## config.mk

```make
export PLATFORM = sky130hd
export DESIGN_NAME = axi4lite_regfile_flat
export DESIGN_NICKNAME = d
export VERILOG_FILES = /design/src/rtl/axi4lite_regfile_if.sv /design/src/rtl/axi4lite_regfile.sv /design/src/flat_wrapper.sv
export SDC_FILE = /design/constraint.sdc
export NUM_CORES = 1
export LEC_CHECK = 0
export ABC_AREA = 0
export CAP_MARGIN = 20
export CORE_AREA = 2 2 443 445
export CTS_CLUSTER_SIZE = 12
export DETAILED_ROUTE_END_ITERATION = 16
export DIE_AREA = 0 0 445 447
export GPL_TIMING_DRIVEN = 1
export PLACE_DENSITY_LB_ADDON = 0.12
export SETUP_SLACK_MARGIN = 0.4
export SLEW_MARGIN = 15
export SYNTH_ARGS = -nofsm -noshare
export SYNTH_HDL_FRONTEND = slang
export SYNTH_SLANG_ARGS = --single-unit
```

## constraint.sdc

```tcl
create_clock -name ACLK -period 4 [get_ports ACLK]
set_input_delay 1.2 -clock ACLK [delete_from_list [all_inputs] [get_ports ACLK]]
set_output_delay 1.2 -clock ACLK [all_outputs]
set_load 0.05 [all_outputs]
```

## src/rtl/axi4lite_regfile_if.sv

```systemverilog
// axi4lite_regfile_if
//   AXI4-Lite bus bundle between a master (or interconnect) and the
//   axi4lite_regfile slave.
//   Parameters: N = data width in bytes, A = address width.
//   Signals: AW channel (AWADDR/AWPROT/AWVALID/AWREADY),
//            W channel  (WDATA/WSTRB/WVALID/WREADY),
//            B channel  (BRESP/BVALID/BREADY),
//            AR channel (ARADDR/ARPROT/ARVALID/ARREADY),
//            R channel  (RDATA/RRESP/RVALID/RREADY).
interface axi4lite_regfile_if #(
    parameter int N = 4,
    parameter int A = 12
);
    logic [A-1:0]   AWADDR;
    logic [2:0]     AWPROT;
    logic           AWVALID;
    logic           AWREADY;
    logic [8*N-1:0] WDATA;
    logic [N-1:0]   WSTRB;
    logic           WVALID;
    logic           WREADY;
    logic [1:0]     BRESP;
    logic           BVALID;
    logic           BREADY;
    logic [A-1:0]   ARADDR;
    logic [2:0]     ARPROT;
    logic           ARVALID;
    logic           ARREADY;
    logic [8*N-1:0] RDATA;
    logic [1:0]     RRESP;
    logic           RVALID;
    logic           RREADY;

    modport master (
        output AWADDR, AWPROT, AWVALID, input AWREADY,
        output WDATA, WSTRB, WVALID, input WREADY,
        input BRESP, BVALID, output BREADY,
        output ARADDR, ARPROT, ARVALID, input ARREADY,
        input RDATA, RRESP, RVALID, output RREADY
    );

    modport slave (
        input AWADDR, AWPROT, AWVALID, output AWREADY,
        input WDATA, WSTRB, WVALID, output WREADY,
        output BRESP, BVALID, input BREADY,
        input ARADDR, ARPROT, ARVALID, output ARREADY,
        output RDATA, RRESP, RVALID, input RREADY
    );
endinterface

```

## src/rtl/axi4lite_regfile.sv

```systemverilog
// axi4lite_regfile
//   Parametrised AXI4-Lite slave register file with byte-strobe writes,
//   independent AW/W arrival, SLVERR for out-of-range or read-only targets,
//   and hardware-side register outputs.
//   Ports:
//     ACLK, ARESETn  clock and asynchronous active-low reset
//     s_axi          AXI4-Lite slave bus (axi4lite_regfile_if.slave)
//     ro_i           hardware values for read-only words (word i = ro_i[i*8N +: 8N])
//     reg_o          writable register contents; read-only words read as 0
//     wr_pulse_o     one-cycle strobe per register after a successful write
module axi4lite_regfile #(
    parameter int            N       = 4,
    parameter int            A       = 12,
    parameter int            R       = 16,
    parameter logic [R-1:0]  RO_MASK = '0
) (
    input  logic                 ACLK,
    input  logic                 ARESETn,
    axi4lite_regfile_if.slave    s_axi,
    input  logic [R*8*N-1:0]     ro_i,
    output logic [R*8*N-1:0]     reg_o,
    output logic [R-1:0]         wr_pulse_o
);

    localparam int NB = 8 * N;
    localparam int LN = (N > 1) ? $clog2(N) : 0;
    localparam int LR = (R > 1) ? $clog2(R) : 1;
    localparam logic [A:0] LIMIT = (A+1)'(R * N);

    typedef enum logic [1:0] {
        RESP_OKAY   = 2'b00,
        RESP_SLVERR = 2'b10
    } resp_e;

    // register storage
    logic [NB-1:0] regs     [R];
    logic [NB-1:0] ro_words [R];

    // write channel state
    logic          aw_held;
    logic          w_held;
    logic [A-1:0]  aw_addr_q;
    logic [NB-1:0] w_data_q;
    logic [N-1:0]  w_strb_q;
    logic          bvalid_q;
    resp_e         bresp_q;

    // read channel state
    logic          rvalid_q;
    logic [NB-1:0] rdata_q;
    resp_e         rresp_q;

    logic          aw_hs, w_hs, ar_hs, commit;
    logic [A-1:0]  wr_addr;
    logic [NB-1:0] wr_data;
    logic [N-1:0]  wr_strb;
    logic [LR-1:0] wr_idx, rd_idx;
    logic          wr_inr, wr_ok, rd_inr;
    logic [NB-1:0] rd_word;

    logic          unused_prot;
    assign unused_prot = ^{s_axi.AWPROT, s_axi.ARPROT};

    function automatic logic in_range(input logic [A-1:0] a);
        return {1'b0, a} < LIMIT;
    endfunction

    // ready signals; forced low while reset is asserted
    assign s_axi.AWREADY = ARESETn & ~aw_held & ~bvalid_q;
    assign s_axi.WREADY  = ARESETn & ~w_held  & ~bvalid_q;
    assign s_axi.ARREADY = ARESETn & ~rvalid_q;

    assign aw_hs = s_axi.AWVALID & s_axi.AWREADY;
    assign w_hs  = s_axi.WVALID  & s_axi.WREADY;
    assign ar_hs = s_axi.ARVALID & s_axi.ARREADY;

    assign s_axi.BVALID = bvalid_q;
    assign s_axi.BRESP  = bresp_q;
    assign s_axi.RVALID = rvalid_q;
    assign s_axi.RDATA  = rdata_q;
    assign s_axi.RRESP  = rresp_q;

    // The write commits on the edge where the second of AW/W lands, so the
    // effective address/data come from the holding register if already
    // captured, otherwise straight from the bus.
    always_comb begin
        wr_addr = aw_held ? aw_addr_q : s_axi.AWADDR;
        wr_data = w_held  ? w_data_q  : s_axi.WDATA;
        wr_strb = w_held  ? w_strb_q  : s_axi.WSTRB;
        commit  = (aw_held | aw_hs) & (w_held | w_hs);
        wr_idx  = wr_addr[LN +: LR];
        wr_inr  = in_range(wr_addr);
        wr_ok   = wr_inr & ~RO_MASK[wr_idx];
    end

    always_comb begin
        for (int unsigned i = 0; i < R; i++) begin
            ro_words[i] = ro_i[i*NB +: NB];
        end
    end

    always_comb begin
        rd_idx  = s_axi.ARADDR[LN +: LR];
        rd_inr  = in_range(s_axi.ARADDR);
        rd_word = '0;
        if (rd_inr) begin
            rd_word = RO_MASK[rd_idx] ? ro_words[rd_idx] : regs[rd_idx];
        end
    end

    always_comb begin
        reg_o = '0;
        for (int unsigned i = 0; i < R; i++) begin
            reg_o[i*NB +: NB] = RO_MASK[i] ? '0 : regs[i];
        end
    end

    // write address/data capture and response
    always_ff @(posedge ACLK or negedge ARESETn) begin
        if (!ARESETn) begin
            aw_held    <= 1'b0;
            w_held     <= 1'b0;
            aw_addr_q  <= '0;
            w_data_q   <= '0;
            w_strb_q   <= '0;
            bvalid_q   <= 1'b0;
            bresp_q    <= RESP_OKAY;
            wr_pulse_o <= '0;
        end else begin
            wr_pulse_o <= '0;
            if (bvalid_q && s_axi.BREADY) begin
                bvalid_q <= 1'b0;
            end
            if (commit) begin
                aw_held  <= 1'b0;
                w_held   <= 1'b0;
                bvalid_q <= 1'b1;
                bresp_q  <= wr_ok ? RESP_OKAY : RESP_SLVERR;
                if (wr_ok) begin
                    wr_pulse_o[wr_idx] <= 1'b1;
                end
            end else begin
                if (aw_hs) begin
                    aw_held   <= 1'b1;
                    aw_addr_q <= s_axi.AWADDR;
                end
                if (w_hs) begin
                    w_held   <= 1'b1;
                    w_data_q <= s_axi.WDATA;
                    w_strb_q <= s_axi.WSTRB;
                end
            end
        end
    end

    // register array, byte-strobed update
    always_ff @(posedge ACLK or negedge ARESETn) begin
        if (!ARESETn) begin
            for (int unsigned i = 0; i < R; i++) begin
                regs[i] <= '0;
            end
        end else if (commit && wr_ok) begin
            for (int unsigned b = 0; b < N; b++) begin
                if (wr_strb[b]) begin
                    regs[wr_idx][b*8 +: 8] <= wr_data[b*8 +: 8];
                end
            end
        end
    end

    // read channel; captures pre-edge contents so a same-edge write is not seen
    always_ff @(posedge ACLK or negedge ARESETn) begin
        if (!ARESETn) begin
            rvalid_q <= 1'b0;
            rdata_q  <= '0;
            rresp_q  <= RESP_OKAY;
        end else if (ar_hs) begin
            rvalid_q <= 1'b1;
            rdata_q  <= rd_word;
            rresp_q  <= rd_inr ? RESP_OKAY : RESP_SLVERR;
        end else if (rvalid_q && s_axi.RREADY) begin
            rvalid_q <= 1'b0;
        end
    end

endmodule

```

## src/flat_wrapper.sv

```systemverilog
// flat-port wrapper written by rule: the top's interface ports become plain ports
module axi4lite_regfile_flat 
#(
    parameter int            N       = 4,
    parameter int            A       = 12,
    parameter int            R       = 16,
    parameter logic [R-1:0]  RO_MASK = '0
)
  (ACLK, ARESETn, ro_i, reg_o, wr_pulse_o, s_axi_AWADDR, s_axi_AWPROT, s_axi_AWVALID, s_axi_AWREADY, s_axi_WDATA, s_axi_WSTRB, s_axi_WVALID, s_axi_WREADY, s_axi_BRESP, s_axi_BVALID, s_axi_BREADY, s_axi_ARADDR, s_axi_ARPROT, s_axi_ARVALID, s_axi_ARREADY, s_axi_RDATA, s_axi_RRESP, s_axi_RVALID, s_axi_RREADY);
  axi4lite_regfile_if #(.N(N), .A(A)) s_axi_i ();
  input  logic ACLK;
  input  logic ARESETn;
  input  logic [R*8*N-1:0] ro_i;
  output logic [R*8*N-1:0] reg_o;
  output logic [R-1:0] wr_pulse_o;
  input wire logic [$bits(s_axi_i.AWADDR)-1:0] s_axi_AWADDR;
  input wire logic [$bits(s_axi_i.AWPROT)-1:0] s_axi_AWPROT;
  input wire logic [$bits(s_axi_i.AWVALID)-1:0] s_axi_AWVALID;
  output wire logic [$bits(s_axi_i.AWREADY)-1:0] s_axi_AWREADY;
  input wire logic [$bits(s_axi_i.WDATA)-1:0] s_axi_WDATA;
  input wire logic [$bits(s_axi_i.WSTRB)-1:0] s_axi_WSTRB;
  input wire logic [$bits(s_axi_i.WVALID)-1:0] s_axi_WVALID;
  output wire logic [$bits(s_axi_i.WREADY)-1:0] s_axi_WREADY;
  output wire logic [$bits(s_axi_i.BRESP)-1:0] s_axi_BRESP;
  output wire logic [$bits(s_axi_i.BVALID)-1:0] s_axi_BVALID;
  input wire logic [$bits(s_axi_i.BREADY)-1:0] s_axi_BREADY;
  input wire logic [$bits(s_axi_i.ARADDR)-1:0] s_axi_ARADDR;
  input wire logic [$bits(s_axi_i.ARPROT)-1:0] s_axi_ARPROT;
  input wire logic [$bits(s_axi_i.ARVALID)-1:0] s_axi_ARVALID;
  output wire logic [$bits(s_axi_i.ARREADY)-1:0] s_axi_ARREADY;
  output wire logic [$bits(s_axi_i.RDATA)-1:0] s_axi_RDATA;
  output wire logic [$bits(s_axi_i.RRESP)-1:0] s_axi_RRESP;
  output wire logic [$bits(s_axi_i.RVALID)-1:0] s_axi_RVALID;
  input wire logic [$bits(s_axi_i.RREADY)-1:0] s_axi_RREADY;
  assign s_axi_i.AWADDR = s_axi_AWADDR;
  assign s_axi_i.AWPROT = s_axi_AWPROT;
  assign s_axi_i.AWVALID = s_axi_AWVALID;
  assign s_axi_AWREADY = s_axi_i.AWREADY;
  assign s_axi_i.WDATA = s_axi_WDATA;
  assign s_axi_i.WSTRB = s_axi_WSTRB;
  assign s_axi_i.WVALID = s_axi_WVALID;
  assign s_axi_WREADY = s_axi_i.WREADY;
  assign s_axi_BRESP = s_axi_i.BRESP;
  assign s_axi_BVALID = s_axi_i.BVALID;
  assign s_axi_i.BREADY = s_axi_BREADY;
  assign s_axi_i.ARADDR = s_axi_ARADDR;
  assign s_axi_i.ARPROT = s_axi_ARPROT;
  assign s_axi_i.ARVALID = s_axi_ARVALID;
  assign s_axi_ARREADY = s_axi_i.ARREADY;
  assign s_axi_RDATA = s_axi_i.RDATA;
  assign s_axi_RRESP = s_axi_i.RRESP;
  assign s_axi_RVALID = s_axi_i.RVALID;
  assign s_axi_i.RREADY = s_axi_RREADY;
  axi4lite_regfile #(.N(N), .A(A), .R(R), .RO_MASK(RO_MASK)) u_core (.ACLK(ACLK), .ARESETn(ARESETn), .s_axi(s_axi_i), .ro_i(ro_i), .reg_o(reg_o), .wr_pulse_o(wr_pulse_o));
endmodule
```

==> out/results.ini <==
[clock_network]
cts-hold-fix-buffers = 0
cts_root_buf = clkbuf_16
tritoncts = done
numCtsBuffers = 87
cts.sinks = 612
worstSkewPairLatency_ns = 0.72
clk_pin_slew_ns = 0.06
cts_buffer_depth = 3
htreeDepth = 3
post_cts_buffers = 0
cts_resized = 0

[logic_synthesis]
seq_area_frac_synth_pct = 55.0
ys_ff_latch = 612
syn_inst = 1758
synth-edff-count = 0
syn-cell-area_um2 = 27900
synth_flop_cell = dfrtp_1
yosysWarnings = 0
ys_types = 46
async_reset_ff_share_pct = 100
syn_avg_cell_area_um2 = 15.8

[sta]
final-max-slew-violation-count = 0
worstMarginPinSlew_ns = 1.15
setup_viol = 0
period_needed_ns = 3.44
grt_setup_unrepaired = false
finalCritPeriodShare_pct = 86.1
fin_skew_ns = 0.0345
finalHoldViolCount = 0
max_slew_margin_pct = 23.2
fmax_mhz = 290

[power_and_ir_drop]
p_total_mw = 17.9
p_per_area_nw_per_um2 = 428
leakagePower_nw = 17.9
ir_worst_vdd_mv = 0.331

[critical_path]
required_ns = 2.80
slowest_delay_ns = 1.13
arrival_ns = 2.24
cp-end-kind = primary output
r2r_start = u_core.aw_held$_DFFE_PN0P_
critPathMaxFanout = 2
cpMaxStageDelayCell = clkdlybuf4s50_1
start_kind = register
crit_chain = clkdlybuf4s50_1
cp.buffers_inverters = 1
critPathTopFamily = buffers and inverters
regToRegEndpoint = u_core.reg_o[229]$_DFFE_PN0P_
ff2ff_path_depth = 6
r2r_slack_ns = 0.97
critical_path_class = register to primary output

[detailed_routing]
drt_iter0_markers = 736
met2_length_um = 76100
wl_met3_um = 6610
vias = 19200
wire_per_inst_um = 28.0
drc = 0
ant_nets = 0
viasPerCell = 3.73
routed_wl_um = 144000
routed.top_layer = met5
drt-pass1-iter-count = 4
wl_met1_um = 56500

[final_layout]
syn2layout_area_growth_pct = 50.5
layout_common_cells = 621 x clkdlybuf4s50_1, 611 x dfrtp_1, 586 x mux2_2
final_nets = 3100
mostFrequentLayoutCell = clkdlybuf4s50_1
final_cell_count_no_fill = 5139
drive_gt1_share_pct = 41.9
finalInstanceArea_um2 = 41900

[floorplanning]
die_y_um = 447
core.rowCount = 162
initial_core_util_pct = 14.3
io_pins = 1154
dieWidth_um = 445
dieArea_um2 = 199000
core_um2 = 194000

[worst_hold_path]
worstHoldEndpoint = u_core.w_data_q[9]$_DFFE_PN0P_
worstHoldPathCells = 1
min_from = u_core.w_data_q[9]$_DFFE_PN0P_
hold_path_class = register to register

[global_routing]
grt_pass1_wl_um = 195000
grt_max_degree = 136
grt.overflow.total = 0
globalRouteTotalUtil_pct = 14.3
antenna_found_initial = 22
grt_pass1_vias = 21200

[flow_run]
drv_cap = 0

[placed_design]
hpwl_um = 108000
routabilityCongestion = 0.749
dp_cells = 4968
dpl-instance-area_um2 = 39000
io_buffer_count = 629

[outcome]
status = completed

[where the power goes]
| part | internal, mW | switching (mW) | total (mW) |
|---|---|---|---|
| Sequential | 6.58 | 0.338 | 6.92 |
| Clock | 4.73 | 3.19 | 7.93 |
| Combinational | 0.999 | 2.10 | 3.10 |
[per-layer routing]
layer | vias up | track usage (%)
met5 | - | 0
met4 | 8 | 5.41
met3 | 169 | 3.02
met2 | 418 | 25.9
met1 | 10400 | 16.3
li1 | 8165 | -
[cell families (layout without fill, tap and decap cells)]
kind of cell / after synthesis / count (layout) / share of synthesized area (%)
multiplexers: 754 / 754 / 35.6
flip-flops: 612 / 612 / 55.0
AND/OR/NAND/NOR: 161 / 161 / 4.54
AO/OA/AOI/OAI: 117 / 117 / 3.07
buffers and inverters: 113 / 938 / 1.79
other: 1 / 15 / 0.0135
[worst max-delay path by stage]
stage | to | cells after the start | slack [ns] | from
final | s_axi_RDATA[2] | 1 | 0.56 | u_core.s_axi.RDATA[2]$_DFFE_PN0P_
after global routing | s_axi_RDATA[3] | 1 | 0.42 | u_core.s_axi.RDATA[3]$_DFFE_PN0P_
after CTS | s_axi_RDATA[2] | 1 | 0.44 | u_core.s_axi.RDATA[2]$_DFFE_PN0P_
after detailed placement | u_core.reg_o[489]$_DFFE_PN0P_ | 9 | -0.03 | s_axi_AWADDR[9]
after global placement | u_core.reg_o[230]$_DFFE_PN0P_ | 9 | 0.003 | s_axi_AWADDR[9]
after floorplan | u_core.s_axi.RDATA[10]$_DFFE_PN0P_ | 5 | 0.66 | ARESETn
[area by class of cell]
type / instances / area [um^2]
clock inverters: 19 / 211
flip-flops and latches: 612 / 15300
fillers: 20600 / 152000
diodes: 13 / 32.5
repair buffers: 775 / 8400
inverters: 5 / 18.8
multi-input cells: 1034 / 12100
well taps: 2542 / 3180
clock buffers: 139 / 2700
[synthesized netlist by cell type, types with 4 or more instances]
cell type | count | area (um^2)
dfrtp_1 | 612 | 15300
mux2_2 | 586 | 6600
mux4_2 | 128 | 2880
nor2_4 | 52 | 586
clkbuf_1 | 51 | 191
nor2b_1 | 35 | 219
a21oi_1 | 33 | 165
a22o_1 | 33 | 289
a211oi_1 | 32 | 240
mux2i_1 | 32 | 320
buf_1 | 25 | 93.8
buf_2 | 23 | 115
nor2_1 | 23 | 86.3
nand2_1 | 21 | 78.8
mux2_4 | 8 | 120
buf_4 | 6 | 45.0
nor2_8 | 6 | 120
inv_1 | 5 | 18.8
nor2_2 | 4 | 25.0
[state kept, by name (all words and copies together), names as in the netlist]
| register | count |
|---|---|
| u_core.reg_o | 512 |
| u_core.s_axi.BVALID | 1 |
| u_core.w_strb_q | 4 |
| u_core.w_held | 1 |
| u_core.s_axi.RDATA | 32 |
| u_core.s_axi.BRESP | 1 |
| u_core.s_axi.RVALID | 1 |
| u_core.wr_pulse_o | 16 |
| u_core.s_axi.RRESP | 1 |
| u_core.aw_addr_q | 10 |
| u_core.w_data_q | 32 |
| u_core.aw_held | 1 |
[stage by stage]
| stage | setup WS, ns | util, % | setup TNS (ns) | hold WS, ns |
|---|---|---|---|---|
| floorplan | 0.665 | - | 0 | 0.474 |
| global placement | 0.00320 | 20.1 | 0 | 0.481 |
| detailed placement | -0.0275 | 20.1 | -0.206 | 0.487 |
| CTS | 0.442 | 21.6 | 0 | 0.500 |
| global route | 0.417 | 21.6 | 0 | 0.508 |
| finish | 0.557 | 21.6 | 0 | 0.499 |
No activity file was read; power rests on OpenSTA's default activity.
